`config.mk`:
```
export PLATFORM = sky130hd
export DESIGN_NAME = mask_serializer_ctrl
export DESIGN_NICKNAME = d
export VERILOG_FILES = /design/src/rtl/mask_serializer_ctrl.sv
export SDC_FILE = /design/constraint.sdc
export NUM_CORES = 1
export LEC_CHECK = 0
export CAP_MARGIN = 20
export CORE_UTILIZATION = 35
export DETAILED_ROUTE_END_ITERATION = 10
export MAX_ROUTING_LAYER = met4
export PLACE_DENSITY = 0.66
export SYNTH_ARGS = -nofsm -noshare
export SYNTH_HDL_FRONTEND = slang
export SYNTH_SLANG_ARGS = --single-unit
```
`constraint.sdc`:
```
create_clock -name clk -period 7.15 [get_ports clk]
set_input_delay 1.43 -clock clk [delete_from_list [all_inputs] [get_ports clk]]
set_output_delay 1.43 -clock clk [all_outputs]
set_load 0.1 [all_outputs]
```
`src/rtl/mask_serializer_ctrl.sv`:
```
// Sequencing controller for the mask serializer: loads one mask row per upstream
// handshake, then steps the serializer one word per downstream accept until the row is out.
module mask_serializer_ctrl #(
  parameter int STEP_SEL0 = 16,
  parameter int STEP_SEL1 = 32,
  parameter int STEP_SEL2 = 54,
  parameter int ROW_W     = 11
) (
  input  logic             clk,
  input  logic             rst,
  input  logic             start,
  input  logic [1:0]       img_res,
  input  logic [ROW_W-1:0] num_rows,
  input  logic             mask_valid,
  output logic             mask_ready,
  output logic             ser_load,
  output logic             ser_next,
  output logic [1:0]       ser_res,
  output logic             out_valid,
  input  logic             out_ready,
  output logic             out_last_word,
  output logic             out_last_row,
  output logic             busy,
  output logic             frame_done,
  output logic             cfg_err
);

  typedef enum logic [1:0] {
    S_IDLE     = 2'd0,
    S_WAIT_ROW = 2'd1,
    S_STREAM   = 2'd2
  } state_t;

  state_t           r_state;
  logic [1:0]       r_ser_res;
  logic [5:0]       r_steps;
  logic [ROW_W-1:0] r_rows;
  logic [ROW_W-1:0] r_row_cnt;
  logic [5:0]       r_word_cnt;
  logic             r_frame_done;
  logic             r_cfg_err;

  state_t           w_state_nxt;
  logic             w_accept;
  logic             w_reject;
  logic             w_row_end;
  logic             w_frame_done_nxt;
  logic [5:0]       w_steps_sel;
  logic             w_last_word;
  logic             w_last_row;

  assign w_last_word = (r_word_cnt == r_steps - 6'd1);
  assign w_last_row  = (r_row_cnt == r_rows - ROW_W'(1));

  always_comb begin
    case (img_res)
      2'b00:   w_steps_sel = 6'(STEP_SEL0);
      2'b01:   w_steps_sel = 6'(STEP_SEL1);
      2'b10:   w_steps_sel = 6'(STEP_SEL2);
      default: w_steps_sel = 6'd0;
    endcase
  end

  // NOTE: every output of this block gets a default first, so no path can infer a latch.
  always_comb begin
    w_state_nxt      = r_state;
    w_accept         = 1'b0;
    w_reject         = 1'b0;
    w_row_end        = 1'b0;
    w_frame_done_nxt = 1'b0;
    mask_ready       = 1'b0;
    ser_load         = 1'b0;
    ser_next         = 1'b0;
    out_valid        = 1'b0;
    out_last_word    = 1'b0;
    out_last_row     = 1'b0;
    case (r_state)
      S_IDLE: begin
        if (start) begin
          if (img_res == 2'b11 || num_rows == '0) begin
            w_reject = 1'b1;
          end else begin
            w_accept    = 1'b1;
            w_state_nxt = S_WAIT_ROW;
          end
        end
      end
      S_WAIT_ROW: begin
        mask_ready = 1'b1;
        ser_load   = mask_valid;
        if (mask_valid) w_state_nxt = S_STREAM;
      end
      S_STREAM: begin
        out_valid     = 1'b1;
        out_last_word = w_last_word;
        out_last_row  = w_last_row;
        if (out_ready) begin
          if (!w_last_word) begin
            ser_next = 1'b1;
          end else if (w_last_row) begin
            w_frame_done_nxt = 1'b1;
            w_state_nxt      = S_IDLE;
          end else begin
            // The next row's load overwrites the serializer, so no shift on the last word.
            w_row_end   = 1'b1;
            w_state_nxt = S_WAIT_ROW;
          end
        end
      end
      default: w_state_nxt = S_IDLE;
    endcase
  end

  // NOTE: sequential state uses non-blocking assignments so all registers update together.
  always_ff @(posedge clk) begin
    if (rst) begin
      r_state      <= S_IDLE;
      r_ser_res    <= 2'b00;
      r_steps      <= '0;
      r_rows       <= '0;
      r_row_cnt    <= '0;
      r_word_cnt   <= '0;
      r_frame_done <= 1'b0;
      r_cfg_err    <= 1'b0;
    end else begin
      r_state      <= w_state_nxt;
      r_frame_done <= w_frame_done_nxt;
      if (w_accept) begin
        r_ser_res <= img_res;
        r_steps   <= w_steps_sel;
        r_rows    <= num_rows;
        r_row_cnt <= '0;
        r_cfg_err <= 1'b0;
      end else if (w_reject) begin
        r_cfg_err <= 1'b1;
      end
      if (ser_load) begin
        r_word_cnt <= '0;
      end else if (ser_next) begin
        r_word_cnt <= r_word_cnt + 6'd1;
      end
      if (w_row_end) r_row_cnt <= r_row_cnt + ROW_W'(1);
    end
  end

  assign busy       = (r_state != S_IDLE);
  assign ser_res    = r_ser_res;
  assign frame_done = r_frame_done;
  assign cfg_err    = r_cfg_err;

endmodule

```
# Word-level counts from Yosys, hierarchy flattened
# Index checks and enable logic that the tools add are counted.
# word_totals
regBits	40
romBits	0
mem_bits_rw	0
mem_count	0
inputBits	18
latchBits	0
output_inout_bits	11
elab_cells	66
# op_classes
n_shift	0
n_eq_ne	12
reduce_logical	10
n_addsub	4
n_div	0
magnitude_cmp	0
muxes	29
n_mul	0
n_bitwise	3
# op_table
operator	count
$mux 11	2
$mux 1	20
$pmux 6 s3	1
$add 11x1->11 const B	1
$eq 11x11->1	1
$logic_not 11->1	1
$sub 11x1->11 const B	1
$mux 2	5
$ne 2x2->1 const B	5
$add 6x1->6 const B	1
$eq 2x2->1 const B	3
$eq 6x6->1	1
$pmux 2 s3	1
$sub 6x1->6 const B	1
$reduce_and 5->1	1
$eq 2x1->1 const B	2
$logic_not 2->1	2
$reduce_bool 2->1	2
$reduce_or 2->1	2
$reduce_or 4->1	1
$not 1->1	3
$logic_or 1x1->1	1

# Logic depth before layout (Yosys ltp)
# Gate-level depths: netlist of run 1.
# logic_depth
ltp_word	7
depth_mapped	11
depth_no_buf	9

# Worst setup path after synthesis of run 1
# Ideal clock, no wire load.
# synth_timing
kind	register to output
start	reg r_state[1]
end	out ser_next
t_required_ns	5.720
path_stages_with_launch	4
arrival_ns	3.459
slack_ns	2.261
n_path_buf	0
path_cell_list	dfxtp_1 > nor2b_1 > nand2_1 > nor2_1
# synth_via
elab_chain_cells	2
# synth_rtl
item	line	rtl
from (decl)	34	state_t r_state;
from (signal assigned)	126	r_state <= w_state_nxt;
$eq 2x2->1	77	case (r_state)
$mux 1	77	
to (decl)	17	output logic ser_next,
# Every way passes these cells.

# Worst setup path in the final report of run 1
# layout_timing
start	reg r_rows[2]
end	out out_last_row
# layout_via
elab_chain_cells	3
# layout_rtl
item	line	rtl
from (decl)	37	logic [ROW_W-1:0] r_rows;
from (signal assigned)	131	r_rows <= num_rows;
$sub 11x1->11	53	assign w_last_row = (r_row_cnt == r_rows - ROW_W'(1));
$eq 11x11->1	53	
$mux 1	77	
to (decl)	22	output logic out_last_row,
# Every way passes these cells.

==> impl_metrics.env, run 1 <==
export IMPL_synth_seq_cells=37
export IMPL_cap_viol_max_count=0
export IMPL_p_seq_share_pct=43.0
export IMPL_place_congestion=0.797
export IMPL_ys_warn_count=0
export IMPL_worstSetupPathDepth=7
export IMPL_num_nets_final=320
export IMPL_cts_tree="yes"
export IMPL_core_area_um2=5960
export IMPL_yosys_most_used_dff="dfxtp_1"
export IMPL_vdd_drop_max_uv=94.9
export IMPL_ios=29
export IMPL_drive_gt1_share_pct=11.9
export IMPL_ff2ff_path_depth=9
export IMPL_power_density_nw_per_um2=197
export IMPL_cp_max_fo=8
export IMPL_cts_num_sinks=37
export IMPL_clock_skew_final_ns=0.00489
export IMPL_worst_setup_path_start_kind="flip-flop"
export IMPL_async_reset_ff_share_pct=0
export IMPL_numPortBuffers=28
export IMPL_syn_nets=297
export IMPL_clkLatencyLatePin_ns=0.30
export IMPL_worstPathRequired_ns=5.72
export IMPL_drtAntennaViolNets=0
export IMPL_drc=0
export IMPL_htree_levels=2
export IMPL_grt_overflow=0
export IMPL_max_freq_ghz=0.194
export IMPL_endpoint_kind="output port"
export IMPL_final_common_cell="nand2_1"
export IMPL_cts_hold_buffers=0
export IMPL_intPower_mw=0.359
export IMPL_postSynthAreaPerCell_um2=8.04
export IMPL_netlist_area_um2=2180
export IMPL_dp_cells=362
export IMPL_area_growth_pct=19.5
export IMPL_post_cts_setup_buffers=0
export IMPL_critical_path_buf_inv_count=1
export IMPL_die_area_um2=6540
export IMPL_antenna_found_initial=0
export IMPL_cp_top_family="simple AND/OR/NAND/NOR gates"
export IMPL_placementRows=28
export IMPL_grt_pass1_vias=1785
export IMPL_drtIter0Drc=113
export IMPL_ys_types=42
export IMPL_via_per_inst=5.06
export IMPL_finalSetupViolCount=0
export IMPL_grtUsageTotal_pct=16.4
export IMPL_most_common_layout_cells="43 x nand2_1, 37 x dfxtp_1, 28 x clkdlybuf4s50_1"
export IMPL_slew_headroom_pct=30.5
export IMPL_wl_um=4630
export IMPL_clockBufferDepth=2
export IMPL_avgRoutedWirePerCell_um=12.5
export IMPL_p_comb_share_pct=20.6
export IMPL_fin_crit_sh_pct=72.0
export IMPL_cp_slowest_cell="clkdlybuf4s50_1"
export IMPL_path_cells="nor4_4, and2_2, xor2_1, o311a_2, or3_2, nor3b_2, clkdlybuf4s50_1"
export IMPL_slew_violations=0
export IMPL_p_switching_mw=0.154
export IMPL_numCtsBuffers=5
export IMPL_dp_hpwl_um=3430
export IMPL_hp_class="flip-flop to flip-flop"
export IMPL_holdPathStages=2
export IMPL_layoutNonFillerInstCount=370
export IMPL_worst_pin_slew_ns=1.04
export IMPL_initial_core_util_pct=36.6
export IMPL_fin_util_pct=43.7
export IMPL_status="finished clean"
export IMPL_setup_worst_path_class="flip-flop to output port"
export IMPL_fin_tns_setup_ns=0
export IMPL_num_vias=1873
export IMPL_rsz0062_at_grt="false"
export IMPL_switching_share_pct=30.1
export IMPL_arrival_ns=3.72
export IMPL_grt_pass1_wl_um=8110
export IMPL_seq_area_frac_synth_pct=34.0
export IMPL_synth_cells=271
export IMPL_synth_enable_flop_cells=0
export IMPL_cts_clk_slew_worst_paths_ns=0.07
export IMPL_grt_max_degree=33
export IMPL_fp_dieW_um=80.9
export IMPL_first_pass_iters=6
export IMPL_cts_resized_gates=0
export IMPL_n_antenna_cell=0
export IMPL_num_fill_cells=624
export IMPL_p_clk_share_pct=36.4
export IMPL_cp_slowest_stage_delay_ns=1.14
export IMPL_die_h_um=80.9
export IMPL_layout_min_cycle_time_ns=5.15
export IMPL_cts_root_buffer="clkbuf_8"
export IMPL_leakagePower_nw=0.907
export IMPL_hold_viol=0
metrics by stage:
step / area, um2 / power (mW) / hold slack, ns / setup slack, ns
2_1_floorplan: 2180 / 0.302 / 0.444 / 2.26
5_1_grt: 2600 / 0.537 / 0.487 / 1.85
6_report: 2600 / 0.514 / 0.457 / 2.00
3_5_place_dp: 2490 / 0.332 / 0.450 / 2.13
4_1_cts: 2600 / 0.520 / 0.462 / 1.97
3_3_place_gp: 2470 / 0.329 / 0.449 / 2.17
synth_stat cells (2+ instances only):
cell type / number / share of area (%)
nand2_1: 43 / 7.4
dfxtp_1: 37 / 34
a21oi_1: 27 / 6.2
nand3_1: 19 / 4.4
nor2_1: 15 / 2.6
xnor2_1: 12 / 4.8
inv_1: 11 / 1.9
nand4_1: 9 / 2.6
nor3_1: 9 / 2.1
xor2_1: 9 / 3.6
a21o_2: 8 / 3.2
ha_1: 8 / 4.6
clkbuf_1: 6 / 1.0
buf_6: 5 / 2.6
a31oi_1: 4 / 1.1
and3_1: 4 / 1.1
nor2b_1: 4 / 1.1
or2_2: 4 / 1.1
buf_2: 3 / 0.69
o21ai_0: 3 / 0.69
a211oi_1: 2 / 0.69
a311oi_1: 2 / 0.80
nand2b_1: 2 / 0.57
nor3b_2: 2 / 1.1
nor4_1: 2 / 0.57
o21bai_1: 2 / 0.69
or3_1: 2 / 0.57
or3_2: 2 / 0.69
or3b_2: 2 / 0.80
power by group through the flow:
stage          Clock [mW]  Sequential, mW  Combinational (mW)
6_report            0.187           0.221               0.106
5_1_grt             0.200           0.222               0.115
4_1_cts             0.192           0.221               0.107
3_5_place_dp            0           0.226               0.106
3_3_place_gp            0           0.226               0.103
2_1_floorplan           0           0.233              0.0698
flip-flops by register name, summed over array words and instances, names as in the netlist:
signal      cells
cfg_err         1
frame_done      1
r_row_cnt      11
r_rows         11
r_state         2
r_steps         3
r_word_cnt      6
ser_res         2
worst register-to-register path, delay by kind of cell, from the launching register on:
kind | cells | cell delay (ns)
flip-flops | 1 | 0.37
AND/OR/NAND/NOR | 4 | 1.38
adder cells (fa/ha/maj) | 1 | 0.30
AO/OA/AOI/OAI | 2 | 0.43
XOR/XNOR | 1 | 0.13
buffers and inverters | 1 | 0.06
area by class of cell:
type,instances,area [um2],share of cell area (%)
multi-input cells,209,1310,50.3
flip-flops and latches,37,741,28.5
repair buffers,30,303,11.6
well taps,75,93.8,3.61
clock buffers,5,68.8,2.64
clock inverters,3,46.3,1.78
inverters,11,41.3,1.59
worst paths after layout:
| check | start | end | slack [ns] |
|---|---|---|---|
| min reg2reg | ser_res[1]$_SDFFE_PP0P_ | ser_res[1]$_SDFFE_PP0P_ | 0.46 |
| max reg2reg | r_steps[2]$_SDFFE_PP0P_ | r_row_cnt[2]$_SDFFE_PP0P_ | 4.42 |
| max | r_rows[2]$_SDFFE_PP0P_ | out_last_row | 2.00 |
| min | ser_res[1]$_SDFFE_PP0P_ | ser_res[1]$_SDFFE_PP0P_ | 0.46 |
per-layer routing:
layer	GRT usage (%)	share of wire, %	vias up
met5	-	0	-
li1	-	-	986
met4	6.43	1.6	0
met3	3.03	2.2	6
met1	20.1	50	858
met2	26.6	46	23
cell families after synthesis:
logic type | share of synthesized area (%)
AOI/OAI and AO/OA | 16.7
xor gates and xnor gates | 8.44
adders and majority gates | 4.60
buffers and inverters | 6.20
DFF | 34.0
muxes | 0.460
and+or+nand+nor | 29.6
No activity file was read; power rests on OpenSTA's default activity.
==> run 2: changes to the inputs <==
--- a/config.mk
+++ b/config.mk
@@ -9,7 +9,7 @@
 export CORE_UTILIZATION = 35
 export DETAILED_ROUTE_END_ITERATION = 10
 export MAX_ROUTING_LAYER = met4
-export PLACE_DENSITY = 0.66
+export PLACE_DENSITY = 0.68
 export SYNTH_ARGS = -nofsm -noshare
 export SYNTH_HDL_FRONTEND = slang
 export SYNTH_SLANG_ARGS = --single-unit
==> constraint.sdc (replaced) <==
create_clock -name clk -period 4.6 [get_ports clk]
set_input_delay 0.92 -clock clk [delete_from_list [all_inputs] [get_ports clk]]
set_output_delay 0.92 -clock clk [all_outputs]
set_load 0.1 [all_outputs]
==> run 2 against run 1 <==
  * Final cell count is the same
  * Sequential share of layout area grew 0.19 points
  * Combinational power grew 55%
  * Final area shrank 0.67%
  * Power grew 55%
  * Flip-flop and latch count is the same
  * Worst hold slack gained 0.0025 ns
  * Clock-buffer cell count is the same
  * Clock skew grew 0.0012 ns
==> impl_metrics.env, run 2 (same netlist as run 1, synthesis figures left out) <==
export IMPL_drtIter0Drc=115
export IMPL_power_density_nw_per_um2=307
export IMPL_first_pass_iters=4
export IMPL_placementRows=28
export IMPL_arrival_ns=2.90
export IMPL_die_h_um=80.9
export IMPL_numCtsBuffers=5
export IMPL_cts_clk_slew_worst_paths_ns=0.07
export IMPL_die_area_um2=6540
export IMPL_reg_top3="r_row_cnt (11), r_rows (11), r_word_cnt (6)"
export IMPL_layout_min_cycle_time_ns=3.82
export IMPL_cts_hold_buffers=0
export IMPL_clockBufferDepth=2
export IMPL_slew_headroom_pct=30.9
export IMPL_r2r_start="r_rows[2]$_SDFFE_PP0P_"
export IMPL_slew_violations=0
export IMPL_wl_um=4670
export IMPL_fin_crit_sh_pct=83.1
export IMPL_drtAntennaViolNets=0
export IMPL_finish_instance_area_um2=2580
export IMPL_fin_tns_setup_ns=0
export IMPL_place_area_um2=2470
export IMPL_hp_class="flip-flop to flip-flop"
export IMPL_drive_gt1_share_pct=13.2
export IMPL_fp_dieW_um=80.9
export IMPL_holdPathStages=2
export IMPL_via_per_inst=5.25
export IMPL_final_common_cell="nand2_1"
export IMPL_rsz0062_at_grt="false"
export IMPL_hp_start="ser_res[1]$_SDFFE_PP0P_"
export IMPL_avgRoutedWirePerCell_um=12.6
export IMPL_fin_util_pct=43.4
export IMPL_cts_root_buffer="clkbuf_8"
export IMPL_crit_start="r_rows[2]$_SDFFE_PP0P_"
export IMPL_grt_pass1_wl_um=8100
export IMPL_cap_viol_max_count=0
export IMPL_clock_skew_final_ns=0.00611
export IMPL_worstPathRequired_ns=3.68
export IMPL_numPortBuffers=28
export IMPL_core_area_um2=5960
export IMPL_grt_max_degree=33
export IMPL_grtUsageTotal_pct=16.3
export IMPL_ff2ff_path_depth=7
export IMPL_num_vias=1944
export IMPL_initial_core_util_pct=36.6
export IMPL_area_growth_pct=18.7
export IMPL_drc=0
export IMPL_leakagePower_nw=0.912
export IMPL_cts_tree="yes"
export IMPL_cts_num_sinks=37
export IMPL_cts_resized_gates=0
export IMPL_most_common_layout_cells="43 x nand2_1, 37 x dfxtp_1, 27 x a21oi_1"
export IMPL_reg2reg_to="r_row_cnt[6]$_SDFFE_PP0P_"
export IMPL_endpoint_kind="output port"
export IMPL_hold_viol=0
export IMPL_htree_levels=2
export IMPL_cp_max_fo=8
export IMPL_hold_path_endpoint="ser_res[1]$_SDFFE_PP0P_"
export IMPL_rrSetupSlack_ns=1.85
export IMPL_place_congestion=0.865
export IMPL_finalSetupViolCount=0
export IMPL_ios=29
export IMPL_grt_pass1_vias=1821
export IMPL_status="finished clean"
export IMPL_post_cts_setup_buffers=0
export IMPL_holdWs_ns=0.459
export IMPL_n_antenna_cell=0
export IMPL_grt_overflow=0
export IMPL_setup_worst_path_class="flip-flop to output port"
export IMPL_dp_hpwl_um=3310
export IMPL_clkLatencyLatePin_ns=0.29
export IMPL_num_nets_final=320
export IMPL_worst_pin_slew_ns=1.04
export IMPL_max_freq_ghz=0.262
export IMPL_worst_setup_path_start_kind="flip-flop"
export IMPL_antenna_found_initial=0
export IMPL_vdd_drop_max_uv=153
-- run 2: cell count changes in the layout (fill, tap and decap cells not counted), sizes merged --
cell,change
buf,+4
clkdlybuf4s50,-4
-- run 2: layer usage --
metal	part of all wire [%]	vias to the layer above	track usage [%]	wire length (um)
li1	-	994	-	-
met4	0.86	0	4.29	40
met5	0	-	-	0
met2	45	35	27.1	2120
met1	50	910	19.9	2350
met3	3.4	5	3.37	160
-- run 2: how the worst max path moves through the flow --
stage | to | cells after the start | slack, ns
6_report | out_last_row | 7 | 0.78
5_1_grt | out_last_row | 7 | 0.64
4_1_cts | out_last_row | 7 | 0.79
3_5_place_dp | out_last_row | 7 | 1.11
3_3_place_gp | out_last_row | 7 | 1.15
2_1_floorplan | ser_next | 3 | 0.22
-- run 2: critical path, stage by stage, from the launching register on --
cell     delay [ns]
dfxtp_1        0.40
nor4_4         0.47
and2_2         0.25
xor2_1         0.06
o311a_2        0.37
or3_2          0.55
nor3b_2        0.20
buf_4          0.31
-- run 2: report_power, final --
group	internal, mW	switching, mW
combinational	0.0634	0.101
sequential	0.331	0.0123
clock	0.162	0.124
-- run 2: stage by stage --
stage	std cells	setup WS [ns]	total power, mW
5_1_grt	370	0.644	0.828
3_3_place_gp	362	1.15	0.511
3_5_place_dp	362	1.11	0.514
2_1_floorplan	271	0.221	0.470
6_report	370	0.779	0.794
4_1_cts	370	0.787	0.802
-- run 2: layout make-up --
cell class	instances	area, um2
Fill cell	610	3370
Multi-Input combinational cell	209	1310
Sequential cell	37	741
Timing Repair Buffer	30	285
Tap cell	75	93.8
Clock buffer	5	68.8
Clock inverter	3	46.3
Inverter	11	41.3
